===== config.mk =====
export PLATFORM = sky130hd
export DESIGN_NAME = gs_hazard_ctrl
export DESIGN_NICKNAME = d
export VERILOG_FILES = /design/src/rtl/gs_pkg.sv /design/src/rtl/gs_fwd_sel.sv /design/src/rtl/gs_hazard_ctrl.sv
export SDC_FILE = /design/constraint.sdc
export NUM_CORES = 1
export LEC_CHECK = 0
export ABC_AREA = 0
export BUFFER_PORTS_ARGS = -buffer_cell sky130_fd_sc_hd__buf_2
export CORE_UTILIZATION = 37
export DETAILED_ROUTE_END_ITERATION = 12
export PLACE_DENSITY = 0.75
export SLEW_MARGIN = 0
export SYNTH_ARGS = -nofsm -noshare
export SYNTH_HDL_FRONTEND = slang
export SYNTH_SLANG_ARGS = --single-unit

===== constraint.sdc =====
create_clock -name clk -period 1.51 [get_ports clk]
set_input_delay 0.151 -clock clk [delete_from_list [all_inputs] [get_ports clk]]
set_output_delay 0.151 -clock clk [all_outputs]
set_load 0.01 [all_outputs]

===== src/rtl/gs_pkg.sv =====
// gs_pkg: shared types and constants for the hazard controller slice.
//   gs_hz_state_e  : hazard FSM state encoding (RUN/LOAD_STALL/MEM_WAIT/REDIRECT)
//   REG_*_FORWARD  : operand source select encodings used by gs_fwd_sel
//   GS_CNT_W       : width of the stall/flush down-counter
package gs_pkg;

  typedef enum logic [1:0] {
    RUN        = 2'd0,
    LOAD_STALL = 2'd1,
    MEM_WAIT   = 2'd2,
    REDIRECT   = 2'd3
  } gs_hz_state_e;

  localparam logic [1:0] REG_NO_FORWARD = 2'd0;
  localparam logic [1:0] REG_EX_FORWARD = 2'd1;
  localparam logic [1:0] REG_WB_FORWARD = 2'd2;

  localparam int GS_CNT_W = 3;

endpackage


===== src/rtl/gs_fwd_sel.sv =====
// gs_fwd_sel: operand forwarding select for one source register.
// Ports:
//   rs_addr_i        (in, 5)  source register address read in ID
//   ex_reg_write_i   (in, 1)  EX stage writes a register
//   ex_mem_read_i    (in, 1)  EX stage is a load (result not yet available)
//   ex_rd_addr_i     (in, 5)  EX destination register
//   wb_reg_write_i   (in, 1)  WB/LSU stage writes a register
//   wb_rd_addr_i     (in, 5)  WB destination register
//   kill_i           (in, 1)  force no forwarding (pipeline being flushed)
//   sel_o            (out, 2) REG_NO_FORWARD / REG_EX_FORWARD / REG_WB_FORWARD
module gs_fwd_sel
  import gs_pkg::*;
(
  input  logic [4:0] rs_addr_i,
  input  logic       ex_reg_write_i,
  input  logic       ex_mem_read_i,
  input  logic [4:0] ex_rd_addr_i,
  input  logic       wb_reg_write_i,
  input  logic [4:0] wb_rd_addr_i,
  input  logic       kill_i,
  output logic [1:0] sel_o
);

  // Priority select: x0 never forwards, the younger EX result beats WB,
  // and a load in EX cannot forward because its data is not ready yet.
  always_comb begin
    sel_o = REG_NO_FORWARD;
    if (kill_i || (rs_addr_i == 5'd0)) begin
      sel_o = REG_NO_FORWARD;
    end else if (ex_reg_write_i && (ex_rd_addr_i == rs_addr_i) && !ex_mem_read_i) begin
      sel_o = REG_EX_FORWARD;
    end else if (wb_reg_write_i && (wb_rd_addr_i == rs_addr_i)) begin
      sel_o = REG_WB_FORWARD;
    end else begin
      sel_o = REG_NO_FORWARD;
    end
  end

endmodule


===== src/rtl/gs_hazard_ctrl.sv =====
// gs_hazard_ctrl: pipeline hazard controller (stall / flush / forwarding).
// Optional build macro: GS_HAZARD_PERF_EN adds stall_cnt_o and flush_cnt_o.
// Parameters:
//   FLUSH_CYCLES (1..7) cycles ID/EX are flushed after a redirect
//   LOAD_BUBBLES (1..3) stall cycles inserted for a load-use hazard
// Ports:
//   clk, rst                         clock, synchronous active-high reset
//   id_valid_i, id_rs1/rs2_addr_i    ID stage instruction and sources
//   ex_RegWrite_i, ex_MemRead_i,
//   ex_rd_addr_i                     EX stage destination info
//   wb_RegWrite_i, wb_rd_addr_i      WB/LSU destination info
//   ex_redirect_i                    taken branch/jump resolved in EX
//   lsu_busy_i, lsu_done_i           LSU outstanding / completion pulse
//   halt_if_o, halt_id_o,
//   flush_id_o, flush_ex_o           pipeline control, decoded from state only
//   rs1/rs2_forward_sel_o            operand source selects
//   state_o                          current FSM state
//   stall_cnt_o, flush_cnt_o         (GS_HAZARD_PERF_EN only) saturating counters
module gs_hazard_ctrl
  import gs_pkg::*;
#(
  parameter int FLUSH_CYCLES = 2,
  parameter int LOAD_BUBBLES = 1
) (
  input  logic        clk,
  input  logic        rst,
  input  logic        id_valid_i,
  input  logic [4:0]  id_rs1_addr_i,
  input  logic [4:0]  id_rs2_addr_i,
  input  logic        ex_RegWrite_i,
  input  logic        ex_MemRead_i,
  input  logic [4:0]  ex_rd_addr_i,
  input  logic        wb_RegWrite_i,
  input  logic [4:0]  wb_rd_addr_i,
  input  logic        ex_redirect_i,
  input  logic        lsu_busy_i,
  input  logic        lsu_done_i,
  output logic        halt_if_o,
  output logic        halt_id_o,
  output logic        flush_id_o,
  output logic        flush_ex_o,
  output logic [1:0]  rs1_forward_sel_o,
  output logic [1:0]  rs2_forward_sel_o,
  output logic [1:0]  state_o
`ifdef GS_HAZARD_PERF_EN
  ,
  output logic [31:0] stall_cnt_o,
  output logic [31:0] flush_cnt_o
`endif
);

  // Counter preloads: the count runs down to 0 inclusive, so N cycles load N-1.
  localparam logic [GS_CNT_W-1:0] FLUSH_LOAD  = GS_CNT_W'(FLUSH_CYCLES - 1);
  localparam logic [GS_CNT_W-1:0] BUBBLE_LOAD = GS_CNT_W'(LOAD_BUBBLES - 1);

  gs_hz_state_e        state_q, state_d;
  logic [GS_CNT_W-1:0] cnt_q, cnt_d;
  logic                load_use_s;
  logic                mem_exit_s;
  logic                busy_s;
  logic                fwd_kill_s;

  assign load_use_s = id_valid_i && ex_MemRead_i && (ex_rd_addr_i != 5'd0) &&
                      ((ex_rd_addr_i == id_rs1_addr_i) || (ex_rd_addr_i == id_rs2_addr_i));

  // A completion pulse in MEM_WAIT releases the stall even if busy is still
  // sampled high in the same cycle (busy may lag done by a cycle).
  assign mem_exit_s = (state_q == MEM_WAIT) && lsu_done_i;
  assign busy_s     = lsu_busy_i && !mem_exit_s;

  // State and counter register with synchronous reset.
  always_ff @(posedge clk) begin
    if (rst) begin
      state_q <= RUN;
      cnt_q   <= {GS_CNT_W{1'b0}};
    end else begin
      state_q <= state_d;
      cnt_q   <= cnt_d;
    end
  end

  // Next-state logic: redirect > LSU busy > load-use (RUN only) > per-state rule.
  always_comb begin
    state_d = state_q;
    cnt_d   = cnt_q;
    if (ex_redirect_i) begin
      // Also restarts the count when already in REDIRECT.
      state_d = REDIRECT;
      cnt_d   = FLUSH_LOAD;
    end else if (busy_s) begin
      state_d = MEM_WAIT;
      cnt_d   = {GS_CNT_W{1'b0}};
    end else if ((state_q == RUN) && load_use_s) begin
      state_d = LOAD_STALL;
      cnt_d   = BUBBLE_LOAD;
    end else begin
      case (state_q)
        RUN: begin
          state_d = RUN;
          cnt_d   = {GS_CNT_W{1'b0}};
        end
        LOAD_STALL, REDIRECT: begin
          if (cnt_q == {GS_CNT_W{1'b0}}) begin
            state_d = RUN;
            cnt_d   = {GS_CNT_W{1'b0}};
          end else begin
            state_d = state_q;
            cnt_d   = cnt_q - GS_CNT_W'(1);
          end
        end
        MEM_WAIT: begin
          state_d = RUN;
          cnt_d   = {GS_CNT_W{1'b0}};
        end
        default: begin
          state_d = RUN;
          cnt_d   = {GS_CNT_W{1'b0}};
        end
      endcase
    end
  end

  // Output decode from the registered state only: no input reaches halt/flush.
  always_comb begin
    halt_if_o  = 1'b0;
    halt_id_o  = 1'b0;
    flush_id_o = 1'b0;
    flush_ex_o = 1'b0;
    case (state_q)
      RUN: begin
        halt_if_o  = 1'b0;
        halt_id_o  = 1'b0;
        flush_id_o = 1'b0;
        flush_ex_o = 1'b0;
      end
      LOAD_STALL: begin
        halt_if_o  = 1'b1;
        halt_id_o  = 1'b1;
        flush_ex_o = 1'b1;
      end
      MEM_WAIT: begin
        halt_if_o  = 1'b1;
        halt_id_o  = 1'b1;
      end
      REDIRECT: begin
        flush_id_o = 1'b1;
        flush_ex_o = 1'b1;
      end
      default: begin
        halt_if_o  = 1'b0;
        halt_id_o  = 1'b0;
        flush_id_o = 1'b0;
        flush_ex_o = 1'b0;
      end
    endcase
  end

  assign state_o    = state_q;
  assign fwd_kill_s = (state_q == REDIRECT);

  gs_fwd_sel u_fwd_rs1 (
    .rs_addr_i      (id_rs1_addr_i),
    .ex_reg_write_i (ex_RegWrite_i),
    .ex_mem_read_i  (ex_MemRead_i),
    .ex_rd_addr_i   (ex_rd_addr_i),
    .wb_reg_write_i (wb_RegWrite_i),
    .wb_rd_addr_i   (wb_rd_addr_i),
    .kill_i         (fwd_kill_s),
    .sel_o          (rs1_forward_sel_o)
  );

  gs_fwd_sel u_fwd_rs2 (
    .rs_addr_i      (id_rs2_addr_i),
    .ex_reg_write_i (ex_RegWrite_i),
    .ex_mem_read_i  (ex_MemRead_i),
    .ex_rd_addr_i   (ex_rd_addr_i),
    .wb_reg_write_i (wb_RegWrite_i),
    .wb_rd_addr_i   (wb_rd_addr_i),
    .kill_i         (fwd_kill_s),
    .sel_o          (rs2_forward_sel_o)
  );

`ifdef GS_HAZARD_PERF_EN
  logic [31:0] stall_cnt_q;
  logic [31:0] flush_cnt_q;

  // Saturating performance counters: stall cycles and accepted redirects.
  always_ff @(posedge clk) begin
    if (rst) begin
      stall_cnt_q <= 32'd0;
      flush_cnt_q <= 32'd0;
    end else begin
      if (((state_q == LOAD_STALL) || (state_q == MEM_WAIT)) &&
          (stall_cnt_q != 32'hFFFF_FFFF)) begin
        stall_cnt_q <= stall_cnt_q + 32'd1;
      end
      if (ex_redirect_i && (flush_cnt_q != 32'hFFFF_FFFF)) begin
        flush_cnt_q <= flush_cnt_q + 32'd1;
      end
    end
  end

  assign stall_cnt_o = stall_cnt_q;
  assign flush_cnt_o = flush_cnt_q;
`endif

endmodule


## Word level (Yosys, flattened, before mapping)

Index checks and enable logic that the tools add are counted.

| storage, ports and cells | value |
|---|---|
| output and inout bits | 10 |
| bits in registers | 5 |
| input bits | 29 |
| logic and storage cells | 57 |

| operators by class | value |
|---|---|
| multiplexer cells | 19 |
| equal/unequal tests | 8 |
| add/sub/neg operators | 1 |
| reduce and logical (&&, ||, !) cells | 26 |

Operator list:

| kind | number |
|---|---|
| == test 5 bit | 4 |
| two-way mux 2 bit | 10 |
| logical AND 1 bit | 12 |
| logical NOT 5 bit | 2 |
| two-way mux 1 bit | 6 |
| case mux 3 bit (2 select lines) | 1 |
| OR reduction 2 bit | 3 |
| inequality test 5 x 1 -> 1 bit (second input constant) | 1 |
| nonzero test 5 bit | 1 |
| == test 2 bit (second input constant) | 2 |
| case mux 2 bit (2 select lines) | 1 |
| OR reduction 4 bit | 1 |
| logical NOT 3 bit | 1 |
| logical OR 1 bit | 3 |
| two-way mux 3 bit | 1 |
| subtractor 3 x 1 -> 3 bit (second input constant) | 1 |
| == test 2 x 1 -> 1 bit (second input constant) | 1 |
| logical NOT 1 bit | 2 |
| logical NOT 2 bit | 1 |

## Longest topological paths before layout

Gate-level depths: netlist (run 1).

| logic depth | value |
|---|---|
| depth after elaboration | 7 |
| depth in mapped cells | 7 |

## Cells and area by module

A second synthesis (run 1) with hierarchy kept.

| second synthesis, totals | value |
|---|---|
| cells, all modules | 91 |
| area, all modules | 724.4 µm² |

Modules (own cells, without submodules):

| module | cells an instance | area an instance (µm²) | sequential area each (µm²) | times used |
|---|---|---|---|---|
| gs_hazard_ctrl | 53 | 436.7 | 100.1 | 1 |
| gs_fwd_sel | 19 | 143.9 | 0.0 | 2 |

## Worst setup path after synthesis (run 1)

Ideal clock, no wire load.

| timing path | value |
|---|---|
| path type | register -> register |
| start | register state_q[0] (netlist: state_o[0]) |
| end | register cnt_q[1] |
| path buffers | 0 |
| setup slack | -0.204 ns |
| clock period less this slack | 1.714 ns |
| setup time | 0.065 ns |
| cell stages (with the launch flop) | 6 |
| arrival time | 1.649 ns |
| path through | dfxtp_1 -> inv_1 -> ha_1 -> or4_1 -> or3_1 -> nor2_1 |

| between the ends | value |
|---|---|
| longest elaborated chain between the ends | 5 |
| elaborated cells between the ends (all ways) | 12 |
| classes of those cells | eq/ne: 3; mux: 1; reduce/logical: 8 |

RTL lines:

| what | RTL line | source |
|---|---|---|
| start: declaration | gs_hazard_ctrl.sv:56 | `gs_hz_state_e state_q, state_d;` |
| start signal: assignment | gs_hazard_ctrl.sv:77 | `state_q <= state_d;` |
| == test 2 bit | gs_hazard_ctrl.sv:68, gs_hazard_ctrl.sv:97 |  |
| logical AND 1 bit | gs_hazard_ctrl.sv:68 | `assign mem_exit_s = (state_q == MEM_WAIT) && lsu_done_i;` |
| logical NOT 1 bit | gs_hazard_ctrl.sv:69 | `assign busy_s = lsu_busy_i && !mem_exit_s;` |
| logical AND 1 bit | gs_hazard_ctrl.sv:69 |  |
| OR reduction 4 bit (no line) | -- |  |
| end signal: assignment | gs_hazard_ctrl.sv:75 | `cnt_q <= {GS_CNT_W{1'b0}};` |
| end signal: assignment | gs_hazard_ctrl.sv:78 | `cnt_q <= cnt_d;` |
| end: declaration | gs_hazard_ctrl.sv:57 | `logic [GS_CNT_W-1:0] cnt_q, cnt_d;` |

Parallel ways exist; a longest one is shown, timed or not.
A chain may end at the register's enable or synchronous reset.

## Final worst setup path (run 1)

| timing path | value |
|---|---|
| start | register cnt_q[0] |
| end | register cnt_q[2] |

| between the ends | value |
|---|---|
| longest elaborated chain between the ends | 3 |
| elaborated cells between the ends (all ways) | 4 |
| classes of those cells | add/sub: 1; mux: 2; reduce/logical: 1 |

RTL lines:

| what | RTL line | source |
|---|---|---|
| subtractor 3 x 1 -> 3 bit / logical NOT 3 bit (equally long branches) | gs_hazard_ctrl.sv:108, gs_hazard_ctrl.sv:103 |  |
| two-way mux 3 bit (*) | gs_hazard_ctrl.sv:103 | `if (cnt_q == {GS_CNT_W{1'b0}}) begin` |
| case mux 3 bit (2 select lines) (*) | gs_hazard_ctrl.sv:97 | `case (state_q)` |

Mark *: on every way between the ends. The rest lies on a longest branch, timed or not.

==> qor.csv, run 1 <==
stage,metric,value,unit
run,maxCapViolCount,0,
final_layout,final_area,0.00105,mm^2
routing,firstDrtPassIters,11,
setup_path,worst_path_most_repeated_cell,ha_4,
floorplanning,rows,14,
grt,grt_pass1_vias,788,
outcome,violations,"design-rule violations, negative setup slack",
clock_tree,cts_tree,done,
clock_tree,clkTransAtPathRegs,0.05,ns
synth,synth_nets,112,
synth,seq_area_frac_synth,0.158,
clock_tree,cts.htree.levels,1,
synth,synth.most_common_cell,xor2_1,
power_and_ir_drop,clkPwrFrac,0.284,
sta,finalCritPeriodShare,1.08,
power_and_ir_drop,ir_drop,0.417,mV
clock_tree,cts_setup_buffers,0,
routing,first_iter_violations,29,
setup_path,r2r_cells,6,
min_path,min_path_cells,2,
power_and_ir_drop,seqPwrFrac,0.265,
routing,avgRoutedWirePerCell,14.3,um
synth,synth_edf_count,0,
floorplanning,die_w,43.4,um
grt,grt_usage,0.242,
sta,fin_skew,0.00518,ns
sta,relSlewSlack,0.759,
routing,drtAntennaViolNets,0,
sta,setup_viol,3,
synth,synthDistinctLibCells,26,
synth,syn-cell-area,633,um^2
power_and_ir_drop,power.density,524,mW/mm^2
synth,async_reset_ff_frac,0,
final_layout,nets,160,
setup_path,start_kind,flop,
floorplanning,core-area,0.00156,mm^2
clock_tree,clock-root-buffer,clkbuf_4,
power_and_ir_drop,p_leak,0.459,nW
clock_tree,cts_buffers,3,
min_path,min_to,cnt_q[0],
setup_path,timing.rr.end,cnt_q[2],
final_layout,areaGrowthSynthToFinish,65.2,%
floorplanning,fp.dieH,43.4,um
clock_tree,ctsHoldBuffers,0,
placed_design,placed_area,922,um^2
setup_path,crit_path_max_fanout,2,
setup_path,cp_num_cells,6,
routing,drc,4,
synth,ys.warnings.count,0,
setup_path,crit_family,simple AND/OR/NAND/NOR gates,
synth,synth_top_flop_cell,dfxtp_1,
setup_path,cp_slowest_cell,or4_4,
routing,vias,764,
final_layout,drive_above_1_share,0.581,
floorplanning,top_level_ports,39,
setup_path,r2r_start,cnt_q[0],
power_and_ir_drop,internal-power,0.000362,W
floorplanning,start_util,0.406,
setup_path,crit_required,1.69,ns
clock_tree,cts.path.max_buffers,2,
outcome,status,"finished, violations left",
power_and_ir_drop,combPwrFrac,0.451,
placed_design,hpwl,1600,um
min_path,hp-class,primary input to flop,
placed_design,post-place-ws,-0.140,ns
final_layout,num_antenna_cells,0,
routing,routed_wl,2000,um
sta,fmax,614,MHz
sta,setup_slack,-0.118,ns
clock_tree,cts.sinks,5,
grt,grt_max_degree,7,
floorplanning,die_area,0.00188,mm^2
power_and_ir_drop,p_sw,0.000186,W
setup_path,path_class,flop to flop,
setup_path,endpoint_kind,flop,
clock_tree,clk_latency,0.24,ns
synth,synth.avg_cell_area,8.22,um^2
synth,synth_top_area_cell,xor2_1,
setup_path,crit_buf_inv,1,
synth,ys_ff_latch,5,
synth,synth.area.top_cells,"xor2_1, dfxtp_1, ha_1",
sta,final_hold_viol_count,0,
grt,grt_overflow_total,0,
sta,layout_min_cycle_time,1.63,ns
setup_path,worstPathCellList,"inv_2, ha_4, ha_4, or4_4, or3_4, nor2_1",
grt,antenna_found_initial,0,
placed_design,portBuffers,38,
placed_design,place_congestion,0.855,
setup_path,ff2ff_setup_slack,-0.12,ns
grt,grt_pass1_wl,3320,um
min_path,worstHoldStart,rst,
sta,drv_slew,0,
routing,drt-vias-per-instance,5.46,
synth,synth_cells,77,
setup_path,cp_slowest_stage_delay,0.41,ns
setup_path,critPathArrivalTime,1.81,ns
synth,synth_top_area_frac,0.166,
sta,rsz0062_at_grt,yes,
power_and_ir_drop,p_sw_frac,0.340,
sta,worstMarginPinSlew,0.361,ns
synth,synth.cells.most_frequent,"xor2_1, nor2_1, xnor2_1, inv_1, ha_1",
## power by group through the flow
stage	Sequential, W	Combinational, W	Clock [W]
after floorplan	0.000150	0.000106	0
after global placement	0.000146	0.000207	0
after detailed placement	0.000147	0.000217	0
after CTS	0.000145	0.000237	0.000162
after global routing	0.000146	0.000269	0.000176
final	0.000145	0.000247	0.000155
## state kept, by name, indices dropped and copies added (netlist names)
name,flops
state_o,2
cnt_q,3
## timing repair
item	4_1_cts	5_1_grt
gates resized for setup	14	6
pin swaps	7	4
endpoints found under the setup margin	7	9
hold endpoints to repair	0	0
gates cloned	0	0
## routing by layer
layer / vias up / wire, um / global-route usage
li1: 374 / - / -
met1: 349 / 725 / 0.255
met2: 38 / 1140 / 0.473
met5: - / 0 / 0
met4: 0 / 14 / 0.0813
met3: 3 / 126 / 0.0458
## logic make-up (layout without fill, tap and decap cells)
kind of cell / Yosys count / count (layout) / synth area share
buf+inv: 8 / 55 / 0.0534
compound gates: 10 / 10 / 0.134
xor+xnor: 20 / 20 / 0.277
fa+ha+maj: 6 / 6 / 0.119
flops: 5 / 5 / 0.158
simple gates: 28 / 28 / 0.259
## worst max-delay path by stage
stage,from,endpoint,slack (ns)
2_1_floorplan,state_o[0],cnt_q[1],-0.08
3_3_place_gp,cnt_q[0],cnt_q[1],-0.09
3_5_place_dp,cnt_q[1],cnt_q[1],-0.14
4_1_cts,cnt_q[0],cnt_q[1],-0.14
5_1_grt,cnt_q[0],cnt_q[2],-0.17
6_report,cnt_q[0],cnt_q[2],-0.12
## layout by cell type (no fill, tap or decap), types with 2 or more instances in the layout
| master | n |
|---|---|
| buf_2 | 37 |
| xor2_1 | 12 |
| xnor2_1 | 8 |
| nor2_1 | 7 |
| ha_4 | 4 |
| buf_4 | 4 |
| inv_1 | 3 |
| inv_2 | 3 |
| or4_1 | 3 |
| nor3_2 | 3 |
| nor4_1 | 3 |
| clkbuf_4 | 3 |
| buf_6 | 3 |
| o21bai_4 | 2 |
| nand4_1 | 2 |
| and4_1 | 2 |
| nand3_1 | 2 |
| a211oi_2 | 2 |
| dfxtp_1 | 2 |
| dfxtp_4 | 2 |
## through the flow
| step | util | hold slack (ns) | total power [W] | instances | setup TNS [ns] |
|---|---|---|---|---|---|
| after global placement | 0.591 | 0.387 | 0.000353 | 136 | -0.178 |
| after floorplan | - | 0.211 | 0.000256 | 77 | -0.138 |
| after CTS | 0.661 | 0.133 | 0.000544 | 140 | -0.378 |
| final | 0.671 | 0.144 | 0.000548 | 140 | -0.262 |
| after detailed placement | 0.591 | 0.387 | 0.000363 | 136 | -0.258 |
| after global routing | 0.671 | 0.132 | 0.000590 | 140 | -0.529 |
## final cells by class
| cell class | count | area (um^2) |
|---|---|---|
| tap | 16 | 20.0 |
| fill | 126 | 513 |
| multi-input combinational | 64 | 613 |
| clock buffer | 4 | 26.3 |
| sequential | 5 | 109 |
| timing repair buffer | 44 | 249 |
| inverter | 7 | 28.8 |
Power figures use the tool's default switching activity.
==> run 2, diff against run 1 <==
--- a/config.mk
+++ b/config.mk
@@ -6,10 +6,12 @@
 export NUM_CORES = 1
 export LEC_CHECK = 0
 export ABC_AREA = 0
-export BUFFER_PORTS_ARGS = -buffer_cell sky130_fd_sc_hd__buf_2
-export CORE_UTILIZATION = 37
+export CORE_AREA = 2 2 39 41
 export DETAILED_ROUTE_END_ITERATION = 12
-export PLACE_DENSITY = 0.75
+export DIE_AREA = 0 0 41 43
+export DONT_BUFFER_PORTS = 1
+export PLACE_DENSITY = 0.67
+export RECOVER_POWER = 50
 export SLEW_MARGIN = 0
 export SYNTH_ARGS = -nofsm -noshare
 export SYNTH_HDL_FRONTEND = slang
==> run 2 against run 1 <==
Net effect: the flow finishes with violations (negative setup slack); clock skew shrank 0.0030 ns; flip-flop and latch count is the same; fmax grew 2.0%; critical path type unchanged; largest cell class unchanged.
==> qor.csv, run 2 (synthesized netlist as in run 1, its figures left out) <==
stage,metric,value,unit
setup_path,path_class,flop to flop,
sta,timing.setup.tns,-0.165,ns
clock_tree,clkTransAtPathRegs,0.04,ns
sta,setup_viol,3,
grt,grt_overflow_total,0,
setup_path,endpoint_kind,flop,
clock_tree,cts.sinks,5,
power_and_ir_drop,power.density,519,mW/mm^2
sta,fmax,626,MHz
grt,antenna_found_initial,0,
sta,drv_slew,0,
routing,drc,0,
sta,layout_min_cycle_time,1.60,ns
final_layout,fin_cells,107,
grt,grt_pass1_vias,689,
sta,fin_skew,0.00220,ns
clock_tree,clock-root-buffer,clkbuf_4,
final_layout,mostFrequentLayoutCell,xor2_1,
placed_design,hpwl,1340,um
power_and_ir_drop,ir_drop,0.521,mV
placed_design,place_inst,102,
setup_path,cp_slowest_cell,or4_4,
final_layout,most-common-layout-cells,"xor2_1, xnor2_1, buf_4",
setup_path,cp_slowest_stage_delay,0.42,ns
setup_path,worstPathCellList,"inv_2, ha_4, ha_4, or4_4, or3_4, nor2_1",
floorplanning,die_area,0.00176,mm^2
final_layout,drive_above_1_share,0.429,
routing,first_iter_violations,5,
final_layout,regMostFlops,cnt_q,
outcome,status,"finished, violations left",
grt,grt_pass1_wl,2630,um
setup_path,crit_required,1.68,ns
clock_tree,cts.htree.levels,1,
grt,grt_usage,0.218,
final_layout,largest_reg_flops,3,
final_layout,nets,127,
setup_path,crit_path_max_fanout,2,
routing,drt-vias-per-instance,5.80,
floorplanning,rows,14,
floorplanning,die_w,41,um
placed_design,post-place-ws,-0.146,ns
routing,routed_wl,1690,um
clock_tree,clk_latency,0.24,ns
floorplanning,fp.dieH,43,um
power_and_ir_drop,p_total,0.000462,W
grt,grt_max_degree,6,
sta,setup_slack,-0.0867,ns
sta,final_hold_viol_count,0,
sta,worstMarginPinSlew,0.541,ns
floorplanning,top_level_ports,39,
min_path,hp-class,primary input to flop,
sta,finalCritPeriodShare,1.06,
clock_tree,cts_setup_buffers,0,
run,maxCapViolCount,0,
sta,timing.hold.ws,0.0178,ns
outcome,violations,negative setup slack,
power_and_ir_drop,p_leak,0.325,nW
setup_path,critPathArrivalTime,1.76,ns
setup_path,start_kind,flop,
clock_tree,cts_buffers,3,
routing,firstDrtPassIters,4,
sta,rsz0062_at_grt,yes,
setup_path,worst_path_most_repeated_cell,ha_4,
clock_tree,cts_tree,done,
floorplanning,start_util,0.458,
final_layout,num_antenna_cells,0,
floorplanning,core-area,0.00138,mm^2
routing,avgRoutedWirePerCell,15.8,um
clock_tree,cts.path.max_buffers,2,
routing,vias,621,
routing,drtAntennaViolNets,0,
final_layout,areaGrowthSynthToFinish,40.7,%
placed_design,place_congestion,0.784,
placed_design,portBuffers,0,
sta,relSlewSlack,0.636,
-- run 2: cell type report --
| class | instances | area, um^2 |
|---|---|---|
| inverters | 7 | 28.8 |
| repair buffers | 11 | 92.6 |
| fillers | 118 | 493 |
| flip-flops and latches | 5 | 110 |
| clock buffers | 4 | 26.3 |
| well taps | 16 | 20.0 |
| multi-input cells | 64 | 613 |
-- run 2: repair_timing --
item                       in CTS  in global routing
resized for setup              14                  4
hold endpoints to repair        2                  0
pin swaps                       6                  2
setup endpoints to repair       7                  7
hold buffers                    1                  0
-- run 2: where the power goes --
part           internal, W  total, W  switching [W]  leakage, nW
Clock            0.0000995  0.000149      0.0000494       0.0150
Sequential        0.000138  0.000146     0.00000744       0.0430
Combinational    0.0000906  0.000167      0.0000768        0.267
-- run 2: metrics by stage --
step,utilization,cell area [um^2]
after floorplan,-,674
after global placement,0.551,762
after detailed placement,0.551,762
after CTS,0.633,876
after global routing,0.644,891
final,0.644,891
-- run 2: critical path: cells and delay by family, from the launching register on --
family | cells | cell delay [ns]
and+or+nand+nor | 3 | 0.86
buffers and inverters | 1 | 0.04
DFF | 1 | 0.32
adders and majority gates | 2 | 0.30
-- run 2: worst paths after layout --
| path | start | to | slack, ns | depth (start not counted) |
|---|---|---|---|---|
| setup / recovery | cnt_q[0] | cnt_q[1] | -0.09 | 6 |
| hold / removal | rst | state_o[0] | 0.02 | 1 |
| setup reg to reg | cnt_q[0] | cnt_q[1] | -0.09 | 6 |
| hold reg to reg | cnt_q[0] | cnt_q[0] | 0.53 | 3 |
-- run 2: routing by layer --
metal  global-route usage  vias to the layer above  share of wire
met2                0.419                       22           0.58
met1                0.197                      290           0.35
met4               0.0800                        0          0.011
met5                    0                        -              0
met3               0.0524                        2          0.054
li1                     -                      307              -
